## config.mk

```make
export PLATFORM = sky130hd
export DESIGN_NAME = branch_unit
export DESIGN_NICKNAME = d
export VERILOG_FILES = /design/src/rtl/branch_unit.sv
export SDC_FILE = /design/constraint.sdc
export NUM_CORES = 1
export LEC_CHECK = 0
export BUFFER_PORTS_ARGS = -buffer_cell sky130_fd_sc_hd__buf_4
export CAP_MARGIN = 10
export CELL_PAD_IN_SITES_DETAIL_PLACEMENT = 1
export CELL_PAD_IN_SITES_GLOBAL_PLACEMENT = 2
export CORE_ASPECT_RATIO = 1.1
export CORE_MARGIN = 2
export CORE_UTILIZATION = 31
export CTS_CLUSTER_DIAMETER = 150
export DETAILED_ROUTE_END_ITERATION = 6
export HOLD_SLACK_MARGIN = 0.12
export PLACE_DENSITY = 0.93
export SLEW_MARGIN = 20
export SYNTH_ARGS = -nofsm -noshare
export SYNTH_HDL_FRONTEND = slang
export SYNTH_SLANG_ARGS = --single-unit
```

## constraint.sdc

```tcl
create_clock -name clk -period 6.7 [get_ports clk]
set_clock_uncertainty 0.15 [all_clocks]
set_input_delay 1.34 -clock clk [delete_from_list [all_inputs] [get_ports clk]]
set_output_delay 1.34 -clock clk [all_outputs]
set_load 0.05 [all_outputs]
```

## src/rtl/branch_unit.sv

```systemverilog
// branch_unit: one-cycle branch resolver (clk/rst; in_valid/in_ready/branch_type/op_a/op_b/pc_in/offset/pred_taken_in in; out_valid/out_ready/taken/mispredict/redirect_pc out; lookup_pc/lookup_taken BHT port; mispredict_count)
module branch_unit #(
  parameter int WIDTH = 32,
  parameter int PC_WIDTH = 32,
  parameter int BHT_BITS = 4
) (
  input  logic                clk,
  input  logic                rst,
  input  logic                in_valid,
  output logic                in_ready,
  input  logic [2:0]          branch_type,
  input  logic [WIDTH-1:0]    op_a,
  input  logic [WIDTH-1:0]    op_b,
  input  logic [PC_WIDTH-1:0] pc_in,
  input  logic [15:0]         offset,
  input  logic                pred_taken_in,
  output logic                out_valid,
  input  logic                out_ready,
  output logic                taken,
  output logic                mispredict,
  output logic [PC_WIDTH-1:0] redirect_pc,
  input  logic [PC_WIDTH-1:0] lookup_pc,
  output logic                lookup_taken,
  output logic [15:0]         mispredict_count
);
  logic accept, eq, lts, ltu, res;
  logic [PC_WIDTH-1:0] seq_pc, target;
  logic [BHT_BITS-1:0] idx;
  logic [1:0] bht [2**BHT_BITS];
  assign in_ready = !out_valid || out_ready;
  assign accept = in_valid && in_ready;
  assign eq = op_a == op_b;
  assign lts = $signed(op_a) < $signed(op_b);
  assign ltu = op_a < op_b;
  always_comb begin
    res = branch_type == 3'd0 ? eq :
          branch_type == 3'd1 ? !eq :
          branch_type == 3'd2 ? !lts && !eq :
          branch_type == 3'd3 ? lts :
          branch_type == 3'd4 ? !lts :
          branch_type == 3'd5 ? lts || eq :
          branch_type == 3'd6 ? !ltu && !eq : ltu || eq;
  end
  assign seq_pc = pc_in + PC_WIDTH'(4);
  assign target = seq_pc + PC_WIDTH'($signed({offset, 2'b00}));
  assign idx = pc_in[BHT_BITS+1:2];
  assign lookup_taken = bht[lookup_pc[BHT_BITS+1:2]][1];
  always_ff @(posedge clk) begin
    if (rst) begin
      out_valid <= 1'b0;
      taken <= 1'b0;
      mispredict <= 1'b0;
      redirect_pc <= '0;
      mispredict_count <= '0;
      for (int i = 0; i < 2**BHT_BITS; i++) bht[i] <= 2'b01;
    end else if (accept) begin
      out_valid <= 1'b1;
      taken <= res;
      mispredict <= res != pred_taken_in;
      redirect_pc <= res ? target : seq_pc;
      if (res && bht[idx] != 2'b11) bht[idx] <= bht[idx] + 2'd1;
      else if (!res && bht[idx] != 2'b00) bht[idx] <= bht[idx] - 2'd1;
      if (res != pred_taken_in && mispredict_count != 16'hFFFF) mispredict_count <= mispredict_count + 16'd1;
    end else if (out_ready) begin
      out_valid <= 1'b0;
    end
  end
endmodule

```

==> qor.csv, run 1 <==
stage,metric,value,unit
status,status,"complete, no violations",
logic_synthesis,synth_common_cells,"83 x nor2_1, 66 x ha_1, 65 x nand2_1, 51 x dfxtp_1, 49 x inv_1",
placement,hpwl,17400,um
critical_path,r2r_slack,3490,ps
die,fp.dieH,166,um
critical_path,max_stage_delay,450,ps
power_and_ir_drop,leakage,0.00398,uW
clocking,ctsHtreeMaxLevel,3,
global_routing,grt_max_degree,86,
power_and_ir_drop,powerDensity,183,nW/um2
logic_synthesis,ys.flop_type,dfxtp_1,
global_routing,grt_overflow_total,0,
logic_synthesis,synth_area,7440,um2
sta,period_share,0.830,
logic_synthesis,synth_enable_flop_cells,32,
sta,setup_tns,0,ps
power_and_ir_drop,clkPwrFrac,0.307,
critical_path,cp.required,6820,ps
placement,placed_area,8940,um2
clocking,cts_sinks,83,
sta,setup_viol,0,
clocking,numCtsBuffers,9,
critical_path,worstReg2RegEnd,mispredict_count[0]$_SDFFE_PP0P_,
critical_path,cp_cell_sequence,"buf_4, and2_0, nand2_1, nor3_1, and2_1, nand4_1, xnor2_1, ha_1, and4_1, and2_1, a311oi_1, o41ai_1, buf_4, a211oi_1, o21ai_0, a21oi_1, xnor2_1, mux2i_1, a211oi_1",
logic_synthesis,yosys.area.top_type_share,0.137,
logic_synthesis,synthDistinctLibCells,62,
clocking,cts_tree,built,
logic_synthesis,synth_nets,1074,
routing,drtAntennaViolNets,0,
die,dieArea,25300,um2
critical_path,cp.arrival,5680,ps
critical_path,reg2reg_from,mispredict_count[3]$_SDFFE_PP0P_,
clocking,cts_hold_buf,0,
layout,insertedDiodeCount,0,
die,fp-row-count,59,
layout,finish.instance_area,9240,um2
layout,nNetsFinal,1220,
logic_synthesis,synth_area_per_cell,8.70,um2
min_path,whs_path_depth,2,
routing,routed_via_density,5.27,
placement,port_buffers,176,
power_and_ir_drop,p_seq_frac,0.335,
routing,wl,22300,um
clocking,post_cts_buffers,0,
critical_path,critPathLaunchType,input port,
routing,avgRoutedWirePerCell,17.0,um
min_path,hp-class,register to register,
sta,max_freq,180,MHz
layout,fill_cells,2797,
power_and_ir_drop,power_switching,599,uW
logic_synthesis,ys_warn_count,0,
sta,rsz0062_at_grt,false,
logic_synthesis,synth_most_common_cell,nor2_1,
logic_synthesis,ys_seq_area_frac,0.266,
critical_path,crit_slowest_cell,a311oi_1,
logic_synthesis,syn_inst,855,
critical_path,path_class,input port to register,
layout,final_layout_size_suffix_gt1_frac,0.239,
die,start_util,0.315,
job,max-cap-violations,0,
sta,finalHoldViolations,0,
die,design.core.area,23600,um2
sta,slew_headroom,0.361,
global_routing,grt_pass1_vias,7251,
critical_path,cp_max_fo,9,
clocking,root_buffer,clkbuf_16,
sta,worst_slew_pin_slew,939,ps
min_path,holdPathEnd,redirect_pc[0]$_SDFFE_PP0P_,
power_and_ir_drop,switching_share,0.353,
clocking,clk_latency,360,ps
clocking,clockBufferDepth,2,
routing,dr.pass1.iters,4,
critical_path,worst-r2r-cell-count,11,
sta,post-route-min-period,5560,ps
routing,num_vias,6910,
power_and_ir_drop,combPwrFrac,0.358,
logic_synthesis,synthTopCellsByArea,"dfxtp_1 14%, edfxtp_1 13%, ha_1 11%",
routing,drt_iter0_markers,266,
min_path,holdCritStartpoint,redirect_pc[0]$_SDFFE_PP0P_,
power_and_ir_drop,p_int,1100,uW
global_routing,track_usage,0.178,
die,die_w,152,um
critical_path,cp-end-kind,register,
clocking,clk_pin_slew_worst_paths,60,ps
placement,routabilityCongestion,0.774,
sta,maxSlewViolCount,0,
clocking,postCtsResizedCells,0,
layout,area_growth_syn_to_layout,24.2,%
die,ios,205,
routing,drc_errors,0,
logic_synthesis,yosysTopAreaCell,dfxtp_1,
global_routing,grt_pass1_wl,36000,um
global_routing,antenna_found_initial,0,
logic_synthesis,synth_seq_cells,83,
logic_synthesis,synthArstFlopShare,0,
power_and_ir_drop,peakVddDrop,0.128,mV
==> area by class of cell <==
type | instances | area, um2 | area share
multi-input cells | 677 | 5030 | 0.545
flip-flops and latches | 83 | 1980 | 0.215
repair buffers | 181 | 1360 | 0.147
well taps | 305 | 382 | 0.0413
clock buffers | 12 | 246 | 0.0267
inverters | 49 | 184 | 0.0199
clock inverters | 4 | 51.3 | 0.00555
==> critical path, delay by kind of cell <==
family | cells | cell delay, ps
xor gates and xnor gates | 2 | 360
muxes | 1 | 90
buffers and inverters | 2 | 340
AOI/OAI and AO/OA | 6 | 1630
and+or+nand+nor | 7 | 1530
adders and majority gates | 1 | 360
==> how the worst max path moves through the flow <==
stage	cells after the start	slack, ps	from	end
after detailed placement	19	790	pc_in[4]	redirect_pc[30]$_SDFFE_PP0P_
after CTS	19	1140	pc_in[4]	redirect_pc[30]$_SDFFE_PP0P_
after global placement	19	860	pc_in[4]	redirect_pc[30]$_SDFFE_PP0P_
after floorplan	18	1320	pc_in[2]	redirect_pc[30]$_SDFFE_PP0P_
final	19	1140	pc_in[4]	redirect_pc[30]$_SDFFE_PP0P_
after global routing	19	690	pc_in[4]	redirect_pc[30]$_SDFFE_PP0P_
==> power by group through the flow <==
| stage | Combinational (uW) | Clock (uW) | Sequential (uW) |
|---|---|---|---|
| floorplan | 355 | 0 | 653 |
| global placement | 600 | 0 | 578 |
| detailed placement | 612 | 0 | 579 |
| CTS | 615 | 528 | 568 |
| global route | 666 | 549 | 571 |
| finish | 608 | 520 | 567 |
==> per-layer routing <==
layer,track usage,share of wire
met3,0.0373,0.055
met5,0,0
met2,0.334,0.52
met1,0.201,0.41
met4,0.0475,0.015
==> registers in the layout, summed over array words and instances (netlist names) <==
register          cells
bht                  32
redirect_pc          32
mispredict_count     16
mispredict            1
out_valid             1
taken                 1
==> placed cells by master (no fill, tap or decap), types with 3 or more instances in the layout <==
master / Yosys / routed
nor3b_1: 6 / 6
nor4_1: 4 / 4
xor2_1: 20 / 20
nand2b_1: 9 / 9
and2_1: 9 / 8
a21oi_1: 44 / 44
a311oi_1: 5 / 5
mux2i_1: 41 / 41
o21a_1: 5 / 5
a41o_1: 15 / 15
nor2_1: 83 / 82
a21o_1: 17 / 17
o21bai_1: 4 / 4
nand4_1: 37 / 37
inv_1: 49 / 49
buf_4: 3 / 181
mux2_2: 15 / 15
nand3b_1: 3 / 3
ha_1: 66 / 66
o21ai_0: 27 / 26
clkbuf_16: 0 / 9
nor3_1: 40 / 40
nand3_1: 20 / 20
o31ai_1: 3 / 3
o211ai_1: 5 / 5
mux4_2: 15 / 15
nand2_1: 65 / 65
xnor2_1: 36 / 36
edfxtp_1: 32 / 32
dfxtp_1: 51 / 51
a211oi_1: 29 / 29
nor2b_1: 18 / 18
and3_1: 7 / 7
==> stage by stage <==
stage,power [uW],hold slack [ps],util,cells,setup slack (ps)
floorplan,1010,524,-,855,1320
global placement,1180,294,0.378,1295,856
detailed placement,1190,311,0.378,1295,789
CTS,1710,319,0.391,1311,1140
global route,1790,337,0.391,1311,689
finish,1690,318,0.391,1311,1140
==> kinds of logic (layout without fill, tap and decap cells) <==
family                   after synthesis  count (layout)  synth area share
buffers and inverters                 95             246            0.0575
multiplexers                          74              74             0.130
AO/OA/AOI/OAI                        169             169             0.159
flip-flops                            83              83             0.266
XOR/XNOR                              56              56            0.0659
AND/OR/NAND/NOR                      311             311             0.208
adder cells (fa/ha/maj)               67              67             0.114
(Power assumes the default switching activity.)
==> run 2: changes to the inputs <==
==> constraint.sdc (replaced) <==
create_clock -name clk -period 5.8 [get_ports clk]
set_clock_uncertainty 0.15 [all_clocks]
set_input_delay 1.16 -clock clk [delete_from_list [all_inputs] [get_ports clk]]
set_output_delay 1.16 -clock clk [all_outputs]
set_load 0.05 [all_outputs]
==> run 2 against run 1 <==
  * First-iteration DRC count is 4.9% lower
  * Global-route usage is 0.074 points higher
  * Power is 15% higher
  * Critical path type unchanged
  * Critical endpoint unchanged
  * Largest cell class unchanged
  * Largest power group unchanged
  * Highest routed layer unchanged
==> qor.csv, run 2 (synthesis gave the netlist of run 1 again) <==
stage,metric,value,unit
status,status,"complete, no violations",
layout,nNetsFinal,1231,
global_routing,antenna_found_initial,0,
layout,reg.largest.list,"bht x32, redirect_pc x32, mispredict_count x16",
die,dieArea,25300,um2
routing,routed_via_density,5.30,
routing,drt_iter0_markers,253,
layout,final_layout_size_suffix_gt1_frac,0.245,
routing,dr.pass1.iters,4,
clocking,cts_hold_buf,0,
placement,placed_area,9020,um2
power_and_ir_drop,powerDensity,210,nW/um2
placement,routabilityCongestion,0.782,
die,die_w,152,um
die,ios,205,
clocking,clk_pin_slew_worst_paths,70,ps
die,fp-row-count,59,
global_routing,grt_overflow_total,0,
sta,worst_slew_pin_slew,938,ps
clocking,cts_sinks,83,
sta,setup_viol,0,
layout,layout_commonest_cell,buf_4,
routing,drc_errors,0,
clocking,ctsHtreeMaxLevel,3,
layout,mostFrequentLayoutCells,"192 x buf_4, 83 x nor2_1, 66 x ha_1",
sta,period_share,0.869,
routing,avgRoutedWirePerCell,16.9,um
global_routing,grt_pass1_vias,7355,
sta,rsz0062_at_grt,false,
clocking,postCtsResizedCells,0,
sta,finalHoldViolations,0,
clocking,cts_tree,built,
placement,hpwl,17500,um
critical_path,cp_max_fo,9,
sta,max_freq,198,MHz
critical_path,cp.arrival,5150,ps
global_routing,grt_max_degree,86,
layout,finish.instance_area,9310,um2
placement,port_buffers,176,
sta,maxSlewViolCount,0,
clocking,root_buffer,clkbuf_16,
die,design.core.area,23600,um2
layout,insertedDiodeCount,0,
routing,drtAntennaViolNets,0,
job,max-cap-violations,0,
global_routing,track_usage,0.179,
die,start_util,0.315,
min_path,hp-class,register to register,
sta,slew_headroom,0.375,
die,fp.dieH,166,um
routing,num_vias,7000,
clocking,numCtsBuffers,9,
sta,setup_tns,0,ps
critical_path,cp.required,5910,ps
power_and_ir_drop,peakVddDrop,0.147,mV
global_routing,grt_pass1_wl,36500,um
layout,area_growth_syn_to_layout,25.1,%
clocking,post_cts_buffers,0,
critical_path,cp-end-kind,register,
sta,post-route-min-period,5040,ps
critical_path,critPathLaunchType,input port,
clocking,clk_latency,350,ps
power_and_ir_drop,leakage,0.00403,uW
critical_path,path_class,input port to register,
routing,wl,22300,um
clocking,clockBufferDepth,2,
==> run 2: cell count changes in the layout (fill, tap and decap cells not counted) <==
cell and change:
nor2_2 -1, clkinv_1 +1, clkinvlp_4 +1, nor2_1 +1, buf_4 +11, clkinv_4 -1
clkbuf_8 -1
==> run 2: where the power goes <==
group | switching (uW) | internal (uW)
Sequential | 18.9 | 637
Clock | 251 | 332
Combinational | 420 | 292
Total | 690 | 1260
==> run 2: critical path, stage by stage <==
cell and delay, ps:
buf_4 150, and2_0 190, nand2_1 70, nor3_1 350
and2_1 320, nand2_1 160, xnor2_1 240, ha_1 350
a211oi_1 280, o211ai_1 130, a311oi_1 380, o41ai_1 200
a211oi_1 260, buf_4 170, o21ai_0 100, a21oi_1 190
xnor2_1 140, mux2i_1 90, a211oi_1 230
==> run 2: path summary, 6_finish.rpt <==
check | startpoint | cells after the start | endpoint | slack, ps
setup reg to reg | mispredict_count[3]$_SDFFE_PP0P_ | 11 | mispredict_count[0]$_SDFFE_PP0P_ | 2080
hold / removal | redirect_pc[0]$_SDFFE_PP0P_ | 2 | redirect_pc[0]$_SDFFE_PP0P_ | 310
hold reg to reg | redirect_pc[0]$_SDFFE_PP0P_ | 2 | redirect_pc[0]$_SDFFE_PP0P_ | 310
setup / recovery | pc_in[4] | 19 | redirect_pc[30]$_SDFFE_PP0P_ | 760
==> run 2: stage by stage <==
step           std cells  power [uW]  hold slack (ps)  setup WS (ps)  utilization
5_1_grt             1322        2060              341            448        0.394
3_5_place_dp        1306        1380              304            459        0.382
2_1_floorplan        855        1160              524            604            -
3_3_place_gp        1306        1370              294            480        0.382
6_report            1322        1950              308            760        0.394
4_1_cts             1322        1970              313            769        0.394
==> run 2: final cells by class <==
type | instances | area [um2]
repair buffers | 192 | 1440
clock buffers | 11 | 233
fillers | 2810 | 14300
well taps | 305 | 382
multi-input cells | 677 | 5030
inverters | 49 | 184
flip-flops and latches | 83 | 1980
clock inverters | 5 | 53.8
==> run 2: routing by layer <==
layer,share of wire,routed length (um),GRT usage
met5,0,0,0
met1,0.41,9220,0.210
met2,0.52,11500,0.328
met4,0.014,304,0.0366
met3,0.058,1300,0.0411
==> run 3: changes to the inputs <==
--- a/config.mk
+++ b/config.mk
@@ -10,7 +10,6 @@
 export CELL_PAD_IN_SITES_DETAIL_PLACEMENT = 1
 export CELL_PAD_IN_SITES_GLOBAL_PLACEMENT = 2
 export CORE_ASPECT_RATIO = 1.1
-export CORE_MARGIN = 2
 export CORE_UTILIZATION = 31
 export CTS_CLUSTER_DIAMETER = 150
 export DETAILED_ROUTE_END_ITERATION = 6
==> constraint.sdc (replaced) <==
create_clock -name clk -period 5.72 [get_ports clk]
set_clock_uncertainty 0.15 [all_clocks]
set_input_delay 1.144 -clock clk [delete_from_list [all_inputs] [get_ports clk]]
set_output_delay 1.144 -clock clk [all_outputs]
set_load 0.05 [all_outputs]
==> run 3 against run 2 <==
  * Worst setup slack worse by 11 ps
  * Critical path depth unchanged
  * Worst hold slack improved by 4.6 ps
  * Critical endpoint unchanged
  * Largest power group unchanged
==> qor.csv, run 3 (synthesis gave the netlist of run 1 again) <==
stage,metric,value,unit
routing,num_vias,6974,
sta,maxSlewViolCount,0,
layout,reg.largest.list,"bht x32, redirect_pc x32, mispredict_count x16",
clocking,clk_pin_slew_worst_paths,70,ps
global_routing,grt_pass1_wl,36300,um
critical_path,worst-r2r-cell-count,11,
min_path,hp-class,register to register,
power_and_ir_drop,powerDensity,219,nW/um2
sta,setup_tns,0,ps
clocking,postCtsResizedCells,0,
power_and_ir_drop,combPwrFrac,0.355,
routing,dr.pass1.iters,4,
power_and_ir_drop,clkPwrFrac,0.321,
global_routing,grt_max_degree,86,
critical_path,cp_max_fo,9,
layout,utilization,0.396,
placement,hpwl,17600,um
die,start_util,0.315,
routing,drc_errors,0,
clocking,numCtsBuffers,9,
die,ios,205,
sta,finalHoldViolations,0,
placement,dp.cells,1307,
power_and_ir_drop,p_seq_frac,0.324,
critical_path,path_class,input port to register,
clocking,cts_tree,built,
die,die_w,150,um
sta,slew_headroom,0.376,
layout,layout_commonest_cell,buf_4,
power_and_ir_drop,power_switching,720,uW
routing,routed_via_density,5.27,
routing,drt_iter0_markers,241,
layout,insertedDiodeCount,0,
sta,worst_slew_pin_slew,936,ps
clocking,clockBufferDepth,2,
clocking,clk_latency,350,ps
clocking,root_buffer,clkbuf_16,
critical_path,r2r_slack,1990,ps
layout,nNetsFinal,1232,
critical_path,critPathLaunchType,input port,
global_routing,track_usage,0.185,
global_routing,grt_overflow_total,0,
layout,final_layout_size_suffix_gt1_frac,0.250,
clocking,ctsHtreeMaxLevel,3,
placement,routabilityCongestion,0.774,
sta,rsz0062_at_grt,false,
min_path,whs_path_depth,2,
min_path,holdCritStartpoint,taken$_SDFFE_PP0P_,
sta,period_share,0.869,
global_routing,antenna_found_initial,0,
critical_path,worstReg2RegEnd,mispredict_count[0]$_SDFFE_PP0P_,
routing,drtAntennaViolNets,0,
layout,area_growth_syn_to_layout,25.7,%
global_routing,grt_pass1_vias,7279,
min_path,holdPathEnd,taken$_SDFFE_PP0P_,
sta,max_freq,201,MHz
clocking,cts_sinks,83,
job,max-cap-violations,0,
power_and_ir_drop,leakage,0.00405,uW
layout,stdcell_count,1323,
status,status,"complete, no violations",
die,design.core.area,23600,um2
layout,mostFrequentLayoutCells,"193 x buf_4, 82 x nor2_1, 66 x ha_1",
routing,wl,22500,um
die,fp-row-count,59,
placement,port_buffers,176,
die,fp.dieH,164,um
critical_path,reg2reg_from,mispredict_count[3]$_SDFFE_PP0P_,
power_and_ir_drop,peakVddDrop,0.117,mV
clocking,post_cts_buffers,0,
power_and_ir_drop,switching_share,0.352,
sta,post-route-min-period,4970,ps
power_and_ir_drop,p_int,1330,uW
critical_path,cp-end-kind,register,
clocking,cts_hold_buf,0,
sta,setup_viol,0,
die,dieArea,24600,um2
critical_path,cp.required,5830,ps
critical_path,cp.arrival,5090,ps
routing,avgRoutedWirePerCell,17.0,um
## run 3: critical path: stages
cell	delay, ps
buf_4	150
and2_0	170
nand2_1	60
nor3_1	340
and2_1	330
nand2_1	150
xnor2_1	270
ha_1	350
a211oi_1	270
o211ai_1	130
a311oi_1	390
o41ai_1	190
a211oi_1	230
buf_4	160
o21ai_0	90
a21oi_1	190
xnor2_1	130
mux2i_1	90
a211oi_1	220
## run 3: area by class of cell
class                      instances  area, um2
inverter                          49        184
timing repair buffer             193       1450
clock buffer                       9        225
fill                            2839      14300
clock inverter                     7       98.8
sequential                        83       1980
tap                              305        382
multi-input combinational        677       5030
## run 3: metal layers
layer  part of all wire  global-route usage  routed length [um]  vias to the layer above
met5                  0                   0                   0                        -
met4              0.011              0.0455                 252                        0
met3              0.049              0.0348                1110                       25
met2               0.52               0.352               11600                      169
met1               0.42               0.210                9460                     3329
li1                   -                   -                   -                     3451
## run 3: power groups by stage
stage,clock [uW],combinational [uW],sequential [uW]
after CTS,672,734,665
after floorplan,0,415,765
final,658,727,664
after detailed placement,0,729,678
after global placement,0,717,677
after global routing,691,793,669
## run 3: stage by stage
stage	hold slack (ps)	area, um2	setup WS [ps]	total power [uW]
4_1_cts	313	9350	719	2070
3_3_place_gp	293	9030	441	1390
5_1_grt	330	9350	374	2150
6_report	313	9350	749	2050
3_5_place_dp	301	9030	419	1410
2_1_floorplan	524	7440	540	1180
## run 3: how the worst max path moves through the flow
stage,start,depth (start not counted),end
after detailed placement,pc_in[4],19,redirect_pc[30]$_SDFFE_PP0P_
after floorplan,pc_in[2],18,redirect_pc[30]$_SDFFE_PP0P_
final,pc_in[4],19,redirect_pc[30]$_SDFFE_PP0P_
after CTS,pc_in[4],19,redirect_pc[30]$_SDFFE_PP0P_
after global routing,pc_in[4],19,redirect_pc[30]$_SDFFE_PP0P_
after global placement,pc_in[4],19,redirect_pc[30]$_SDFFE_PP0P_
